### config.mk
export PLATFORM = sky130hd
export DESIGN_NAME = z80_bus_bridge_flat
export DESIGN_NICKNAME = d
export VERILOG_FILES = /design/src/rtl/z80_bus_bridge_if.sv /design/src/rtl/z80_bus_bridge.sv /design/src/flat_wrapper.sv
export SDC_FILE = /design/constraint.sdc
export NUM_CORES = 1
export LEC_CHECK = 0
export ABC_AREA = 1
export BUFFER_PORTS_ARGS = -buffer_cell sky130_fd_sc_hd__buf_2
export CORE_MARGIN = 4
export CORE_UTILIZATION = 40
export DETAILED_ROUTE_END_ITERATION = 7
export PLACE_DENSITY = 0.73
export SLEW_MARGIN = 20
export SYNTH_ARGS = -nofsm -noshare
export SYNTH_HDL_FRONTEND = slang
export SYNTH_SLANG_ARGS = --single-unit
### constraint.sdc
create_clock -name CLK -period 3.7 [get_ports CLK]
set_input_delay 0.185 -clock CLK [delete_from_list [all_inputs] [get_ports CLK]]
set_output_delay 0.185 -clock CLK [all_outputs]
set_load 0.02 [all_outputs]
### src/rtl/z80_bus_bridge_if.sv
// Z80 strobes plus backend request/ack bundle for z80_bus_bridge.
// master = the bridge, slave = the Z80 side and backend together.
interface z80_bus_bridge_if #(
  parameter int AW = 16,
  parameter int DW = 8
);
  logic          CEN_P;
  logic          CEN_N;
  logic          Z_nMREQ;
  logic          Z_nIORQ;
  logic          Z_nRD;
  logic          Z_nWR;
  logic          Z_nRFSH;
  logic [AW-1:0] Z_A;
  logic [DW-1:0] Z_DO;
  logic [DW-1:0] Z_DI;
  logic          Z_nWAIT;
  logic          B_REQ;
  logic          B_WE;
  logic          B_IO;
  logic [AW-1:0] B_ADDR;
  logic [DW-1:0] B_WDATA;
  logic [DW-1:0] B_RDATA;
  logic          B_ACK;
  logic          B_TMO;

  modport master (
    output CEN_P, CEN_N,
    input  Z_nMREQ, Z_nIORQ, Z_nRD, Z_nWR, Z_nRFSH,
    input  Z_A, Z_DO,
    output Z_DI, Z_nWAIT,
    output B_REQ, B_WE, B_IO, B_ADDR, B_WDATA, B_TMO,
    input  B_RDATA, B_ACK
  );

  modport slave (
    input  CEN_P, CEN_N,
    output Z_nMREQ, Z_nIORQ, Z_nRD, Z_nWR, Z_nRFSH,
    output Z_A, Z_DO,
    input  Z_DI, Z_nWAIT,
    input  B_REQ, B_WE, B_IO, B_ADDR, B_WDATA, B_TMO,
    output B_RDATA, B_ACK
  );
endinterface

### src/rtl/z80_bus_bridge.sv
// Z80 clock-enable generator and strobe-to-backend request bridge.
// One backend request per Z80 access; Z80 is held with nWAIT until done.
module z80_bus_bridge #(
  parameter int CLK_DIV = 6,
  parameter int AW      = 16,
  parameter int DW      = 8,
  parameter int TIMEOUT = 255
) (
  input logic              CLK,
  input logic              RESET,
  z80_bus_bridge_if.master bus
);

  typedef enum logic [1:0] {
    IDLE,
    REQ,
    WACK,
    DONE
  } state_t;

  localparam int DIV_W = (CLK_DIV > 2) ? $clog2(CLK_DIV) : 1;
  localparam logic [DIV_W-1:0] DIV_LAST = DIV_W'(CLK_DIV - 1);
  localparam logic [DIV_W-1:0] DIV_HALF = DIV_W'(CLK_DIV / 2 - 1);
  localparam logic [15:0] TMO_LIM = 16'(TIMEOUT);

  state_t     state;
  state_t     state_nx;
  logic [DIV_W-1:0] div;
  logic       cen_run;
  logic [15:0] tmo_cnt;
  logic       access;
  logic       tmo_hit;

  always_comb begin
    access = 1'b0;
    if (!bus.Z_nMREQ && bus.Z_nRFSH && (!bus.Z_nRD || !bus.Z_nWR))
      access = 1'b1;
    if (!bus.Z_nIORQ && (!bus.Z_nRD || !bus.Z_nWR))
      access = 1'b1;
  end

  assign tmo_hit = (tmo_cnt == TMO_LIM);

  // CEN_N stays quiet until the first CEN_P so it always trails it
  always_ff @(posedge CLK) begin
    if (RESET) begin
      div       <= '0;
      cen_run   <= 1'b0;
      bus.CEN_P <= 1'b0;
      bus.CEN_N <= 1'b0;
    end else begin
      div       <= (div == DIV_LAST) ? '0 : div + 1'b1;
      bus.CEN_P <= (div == DIV_LAST);
      bus.CEN_N <= cen_run && (div == DIV_HALF);
      if (div == DIV_LAST)
        cen_run <= 1'b1;
    end
  end

  always_ff @(posedge CLK) begin
    if (RESET)
      state <= IDLE;
    else
      state <= state_nx;
  end

  always_comb begin
    state_nx = state;
    unique case (state)
      IDLE: if (access) state_nx = REQ;
      REQ:  state_nx = WACK;
      WACK: if (bus.B_ACK || tmo_hit) state_nx = DONE;
      DONE: if (!access) state_nx = IDLE;
      default: state_nx = IDLE;
    endcase
  end

  always_ff @(posedge CLK) begin
    if (RESET) begin
      bus.B_ADDR  <= '0;
      bus.B_WDATA <= '0;
      bus.B_WE    <= 1'b0;
      bus.B_IO    <= 1'b0;
      bus.Z_DI    <= '1;
      tmo_cnt     <= '0;
    end else begin
      if (state == IDLE && access) begin
        bus.B_ADDR  <= bus.Z_A;
        bus.B_WDATA <= bus.Z_DO;
        bus.B_WE    <= ~bus.Z_nWR;
        bus.B_IO    <= ~bus.Z_nIORQ;
      end
      if (state == REQ)
        tmo_cnt <= '0;
      else if (state == WACK && !tmo_hit)
        tmo_cnt <= tmo_cnt + 16'd1;
      // ack wins over a timeout landing in the same cycle
      if (state == WACK) begin
        if (bus.B_ACK) begin
          if (!bus.B_WE)
            bus.Z_DI <= bus.B_RDATA;
        end else if (tmo_hit) begin
          bus.Z_DI <= '1;
        end
      end
    end
  end

  assign bus.B_REQ = !RESET && (state == REQ);
  assign bus.B_TMO = !RESET && (state == WACK)
                     && tmo_hit && !bus.B_ACK;
  assign bus.Z_nWAIT = RESET || !(access && state != DONE);

endmodule

### src/flat_wrapper.sv
// flat-port wrapper written by rule: the top's interface ports become plain ports
module z80_bus_bridge_flat 
#(
  parameter int CLK_DIV = 6,
  parameter int AW      = 16,
  parameter int DW      = 8,
  parameter int TIMEOUT = 255
)
  (CLK, RESET, bus_CEN_P, bus_CEN_N, bus_Z_nMREQ, bus_Z_nIORQ, bus_Z_nRD, bus_Z_nWR, bus_Z_nRFSH, bus_Z_A, bus_Z_DO, bus_Z_DI, bus_Z_nWAIT, bus_B_REQ, bus_B_WE, bus_B_IO, bus_B_ADDR, bus_B_WDATA, bus_B_TMO, bus_B_RDATA, bus_B_ACK);
  z80_bus_bridge_if #(.AW(AW), .DW(DW)) bus_i ();
  input logic CLK;
  input logic RESET;
  output wire logic [$bits(bus_i.CEN_P)-1:0] bus_CEN_P;
  output wire logic [$bits(bus_i.CEN_N)-1:0] bus_CEN_N;
  input wire logic [$bits(bus_i.Z_nMREQ)-1:0] bus_Z_nMREQ;
  input wire logic [$bits(bus_i.Z_nIORQ)-1:0] bus_Z_nIORQ;
  input wire logic [$bits(bus_i.Z_nRD)-1:0] bus_Z_nRD;
  input wire logic [$bits(bus_i.Z_nWR)-1:0] bus_Z_nWR;
  input wire logic [$bits(bus_i.Z_nRFSH)-1:0] bus_Z_nRFSH;
  input wire logic [$bits(bus_i.Z_A)-1:0] bus_Z_A;
  input wire logic [$bits(bus_i.Z_DO)-1:0] bus_Z_DO;
  output wire logic [$bits(bus_i.Z_DI)-1:0] bus_Z_DI;
  output wire logic [$bits(bus_i.Z_nWAIT)-1:0] bus_Z_nWAIT;
  output wire logic [$bits(bus_i.B_REQ)-1:0] bus_B_REQ;
  output wire logic [$bits(bus_i.B_WE)-1:0] bus_B_WE;
  output wire logic [$bits(bus_i.B_IO)-1:0] bus_B_IO;
  output wire logic [$bits(bus_i.B_ADDR)-1:0] bus_B_ADDR;
  output wire logic [$bits(bus_i.B_WDATA)-1:0] bus_B_WDATA;
  output wire logic [$bits(bus_i.B_TMO)-1:0] bus_B_TMO;
  input wire logic [$bits(bus_i.B_RDATA)-1:0] bus_B_RDATA;
  input wire logic [$bits(bus_i.B_ACK)-1:0] bus_B_ACK;
  assign bus_CEN_P = bus_i.CEN_P;
  assign bus_CEN_N = bus_i.CEN_N;
  assign bus_i.Z_nMREQ = bus_Z_nMREQ;
  assign bus_i.Z_nIORQ = bus_Z_nIORQ;
  assign bus_i.Z_nRD = bus_Z_nRD;
  assign bus_i.Z_nWR = bus_Z_nWR;
  assign bus_i.Z_nRFSH = bus_Z_nRFSH;
  assign bus_i.Z_A = bus_Z_A;
  assign bus_i.Z_DO = bus_Z_DO;
  assign bus_Z_DI = bus_i.Z_DI;
  assign bus_Z_nWAIT = bus_i.Z_nWAIT;
  assign bus_B_REQ = bus_i.B_REQ;
  assign bus_B_WE = bus_i.B_WE;
  assign bus_B_IO = bus_i.B_IO;
  assign bus_B_ADDR = bus_i.B_ADDR;
  assign bus_B_WDATA = bus_i.B_WDATA;
  assign bus_B_TMO = bus_i.B_TMO;
  assign bus_i.B_RDATA = bus_B_RDATA;
  assign bus_i.B_ACK = bus_B_ACK;
  z80_bus_bridge #(.CLK_DIV(CLK_DIV), .AW(AW), .DW(DW), .TIMEOUT(TIMEOUT)) u_core (.CLK(CLK), .RESET(RESET), .bus(bus_i));
endmodule
After elaboration in Yosys (flattened, before gate mapping)

Index checks and enable logic that the tools add are counted.

Input bits: 40
Output and inout port bits: 39
Register bits after elaboration: 58
Word-level logic and storage cells: 63

Equal/unequal tests: 11
$add $sub $neg: 2
Bitwise operators: 2
Multiplexer cells: 9
Reduce and logical (&&, ||, !) cells: 28

Operators by type and width:

| kind                    | count |
|---|---|
| $mux W8                 | 3 |
| $add A16 B1 Y16 const B | 1 |
| $eq A16 B8 Y1 const B   | 1 |
| $logic_and A1 B1 Y1     | 11 |
| $logic_not A1 Y1        | 8 |
| $pmux W2 S4             | 1 |
| $mux W2                 | 3 |
| $ne A2 B2 Y1 const B    | 3 |
| $reduce_and A3 Y1       | 2 |
| $eq A2 B2 Y1 const B    | 2 |
| $ne A2 B1 Y1 const B    | 2 |
| $reduce_or A2 Y1        | 2 |
| $add A3 B1 Y3 const B   | 1 |
| $eq A3 B2 Y1 const B    | 1 |
| $eq A3 B3 Y1 const B    | 1 |
| $logic_or A1 B1 Y1      | 3 |
| $eq A2 B1 Y1 const B    | 1 |
| $logic_not A2 Y1        | 1 |
| $mux W1                 | 2 |
| $not A1 Y1              | 2 |
| $reduce_bool A2 Y1      | 1 |

Longest topological paths before layout

Depth after elaboration: 8
Depth in mapped cells: 10
Depth with buffers taken out: 9

Worst setup path before layout

OpenSTA, ideal clock, no wires.

Path kind: register to output
Start: register u_core.tmo_cnt[1]
End: output bus_B_TMO
Cell stages (with the launch flop): 8
Arrival time: 1379 ps
Data required time: 3515 ps
Buffers on the path: 0
Setup slack: 2136 ps
Cells stage by stage: dfxtp_1 -> ha_1 -> inv_1 -> nor2_4 -> nand2_2 -> nor2_4 -> nand3_4 -> nor2_1

Cells in the longest elaborated chain, start to end: 3

Ends and longest elaborated chain:

| element                          | RTL line              | text |
|---|---|---|
| from (decl)                      | z80_bus_bridge.sv:30  | `logic [15:0] tmo_cnt;` |
| from (signal assigned)           | z80_bus_bridge.sv:96  | `tmo_cnt <= tmo_cnt + 16'd1;` |
| $eq A16 B8 Y1                    | z80_bus_bridge.sv:42  | `assign tmo_hit = (tmo_cnt == TMO_LIM);` |
| $logic_and A1 B1 Y1 (2 in a row) | z80_bus_bridge.sv:111 | `&& tmo_hit && !bus.B_ACK;` |
| to (decl)                        | flat_wrapper.sv:29    | `output wire logic [$bits(bus_i.B_TMO)-1:0] bus_B_TMO;` |

No other way between the ends.

Worst setup path after layout

Ends and elaborated chain as after synthesis.

==> metrics.txt <==
post-synthesis xor/xnor area fraction=2.61%; worst skew pair latency=330 ps; Hold Buf Count CTS=0; # DRC=0; H-tree levels=3; Post-Place Worst Slack=2000 ps; CP max stage delay=390 ps; Post-synth top flop=dfxtp_1; Num CTS Buffers=9; CTS tree=built; Slowest-stage cell, CP=dfxtp_1; routed len/inst=12.1 µm; register area=0.00116 mm²; Starting Density=41.7%; peak supply drop=0.262 mV; minimum clock period=1960 ps; simple-gate share of the synthesized area=30.9%; outcome=complete, no violations; Placer Congestion=0.789; postcts setup bufs=0; Slew HR=34.0%; IO buf count=78; total grt overflow=0; sequential element share of the synthesized area=43.3%; Max clock buf depth=2; CP Capture Type=output port; Compound-Gate Fraction of Synth Area=12.0%; Post-Syn Area per Cell=7.49 µm²; worst clock skew=9.49 ps; Data arrival, critical path=1770 ps; Reg-to-Reg End=u_core.bus.Z_DI[1]; share of layout cells above drive strength 1=27.4%; setup ws final=1740 ps; Cell variety after synth=30; Min-Delay Endpoint=u_core.bus.B_WE; pwr/cell area=589 mW/mm²; syn_nets=407; adder-cell area share of the yosys netlist=4.20%; core area=0.00642 mm²; R2R Path Start=u_core.state[0]; boundary pin count=79; multi-input logic area=0.00133 mm²; vias in the first global route=2,467; Area Growth Syn to Fin=23.4%; antenna viol nets, final=0; CP Data Required Time=3510 ps; CP Cell Sequence=ha_1, inv_1, nor2_4, nand2_2, nor2_4, nand3_4, nor2_1, buf_2; initial drt markers=150; Reg2Reg Depth=8; Yosys reg bits=58; pin count of the biggest net entering global routing=39; largest family of logic cells by synthesized area=simple AND/OR/NAND/NOR gates; ys async rst share=0%; Lkg Pwr=1.52 nW; die area=0.00807 mm²; Max-Cap Viols=0; Setup TNS Final=0 ps; setup violators final=0; via-per-instance ratio=4.82; r2r setup slk=2010 ps; Die Y-Extent=89.9 µm; Final Hold Fails=0; RSZ-0062 raised after global routing=false; n_diodes=0; Root Driver=clkbuf_8; final worst path period share=52.9%; EDFF count, synth=0; detailed placement HPWL=4560 µm; worst setup path category=reg -> out; Reg clk slew, reported paths=70 ps; # resized after CTS=0; Synth Instances=358; Hold Crit Start=bus_Z_nWR; Global Route Usage Sum=15.9%; Max Slew Vio Count=0; Cell Area, Synth=0.00268 mm²; mux cell area share after synthesis=0%; worst slew pin tran=989 ps; Worst Hold Path Cells=2; most frequent cell on the critical path=nor2_4; Fmax=0.511 GHz; fillers=610; Clock Sinks=58; Hold Path Class=in -> reg; NumNets Final=485; total wire length=6290 µm; initial antenna violation count=0; first-pass GRT wire length=10,700 µm; synth warn=0; total number of vias=2,495; Pre-antenna DRT Iters=4; Die W=89.9 µm; crit path max fanout=10; Site Rows=29; crit start category=flip-flop
-- metal layers --
layer,up-vias,wire [µm],GRT usage [%]
li1,1301,-,-
met1,1104,2870,19.0
met2,80,2830,25.9
met3,10,462,4.92
met4,0,121,7.91
met5,-,0,0
-- report_power, final --
part | leakage, nW | switching [mW] | internal [mW]
Sequential | 0.475 | 0.0568 | 0.724
Combinational | 0.934 | 0.366 | 0.173
Clock | 0.107 | 0.249 | 0.379
Total | 1.52 | 0.672 | 1.28
-- layout make-up --
type	instances	area share [%]
clock buffer	11	3.97
clock inverter	5	2.38
inverter	29	3.29
multi-input combinational	259	40.3
sequential	58	35.1
tap	77	2.91
timing repair buffer	79	12.0
-- layout by cell type (no fill, tap or decap), types with 3 or more instances in the layout --
cell / Yosys / final
ha_1: 9 / 9
o21ai_0: 28 / 28
a21oi_2: 9 / 9
inv_1: 25 / 25
a21oi_1: 9 / 9
clkbuf_8: 0 / 9
o21ai_1: 10 / 10
inv_2: 3 / 3
nand2_1: 58 / 58
nand3_1: 26 / 26
xnor2_1: 5 / 5
nand2_2: 5 / 5
nor2_2: 3 / 3
xor2_1: 3 / 3
nor2_1: 77 / 77
nand4_1: 5 / 5
dfxtp_1: 58 / 58
buf_2: 4 / 78
nor2_4: 4 / 4
-- worst max path at each step --
stage	from	to	cells after the start
after CTS	u_core.tmo_cnt[1]	bus_B_TMO	8
final	u_core.tmo_cnt[1]	bus_B_TMO	8
after global placement	u_core.state[0]	u_core.bus.Z_DI[2]	8
after floorplan	u_core.tmo_cnt[1]	bus_B_TMO	7
after detailed placement	u_core.state[0]	u_core.bus.Z_DI[2]	8
after global routing	u_core.tmo_cnt[1]	bus_B_TMO	8
-- registers in the layout (all words and copies together), names as in the netlist --
signal and count:
u_core.bus.B_WDATA 8, u_core.bus.CEN_P 1, u_core.bus.Z_DI 8, u_core.cen_run 1, u_core.state 2, u_core.bus.B_WE 1
u_core.div 3, u_core.bus.B_ADDR 16, u_core.tmo_cnt 16, u_core.bus.CEN_N 1, u_core.bus.B_IO 1
-- worst max-delay path, delay by kind of cell (launching register included) --
kind / cells / cell delay [ps]
adders and majority gates: 1 / 230
buffers and inverters: 2 / 260
DFF: 1 / 390
and+or+nand+nor: 5 / 580
-- through the flow --
stage	instance area, µm²	power (mW)	std cells	hold slack (ps)	utilization (%)
2_1_floorplan	2680	1.19	358	254	-
3_3_place_gp	3100	1.32	502	375	48.2
3_5_place_dp	3100	1.33	502	387	48.2
4_1_cts	3310	1.97	518	25.6	51.5
5_1_grt	3310	2.07	518	41.1	51.5
6_report	3310	1.95	518	40.8	51.5
-- synthesized netlist by cell type, types with 2 or more instances --
| cell type | number | area share [%] |
|---|---|---|
| nand2_4 | 2 | 0.84 |
| nand2_2 | 5 | 1.2 |
| a21oi_2 | 9 | 2.9 |
| nand4_1 | 5 | 1.2 |
| clkbuf_1 | 4 | 0.56 |
| xor2_1 | 3 | 0.98 |
| nor2_4 | 4 | 1.7 |
| inv_1 | 25 | 3.5 |
| nand3_1 | 26 | 4.9 |
| nor3_1 | 2 | 0.37 |
| o21ai_0 | 28 | 5.2 |
| nor2_2 | 3 | 0.70 |
| nor2_1 | 77 | 11 |
| dfxtp_1 | 58 | 43 |
| inv_2 | 3 | 0.42 |
| o21ai_1 | 10 | 1.9 |
| buf_2 | 4 | 0.75 |
| a21oi_1 | 9 | 1.7 |
| xnor2_1 | 5 | 1.6 |
| nand2_1 | 58 | 8.1 |
| ha_1 | 9 | 4.2 |
-- cells by family (layout without fill, tap and decap cells) --
logic type / after synthesis / after routing
DFF: 58 / 58
buffers and inverters: 41 / 124
adders and majority gates: 9 / 9
xor gates and xnor gates: 8 / 8
and+or+nand+nor: 185 / 185
AOI/OAI and AO/OA: 57 / 57
Note: power is estimated with default switching activity, not from simulation.
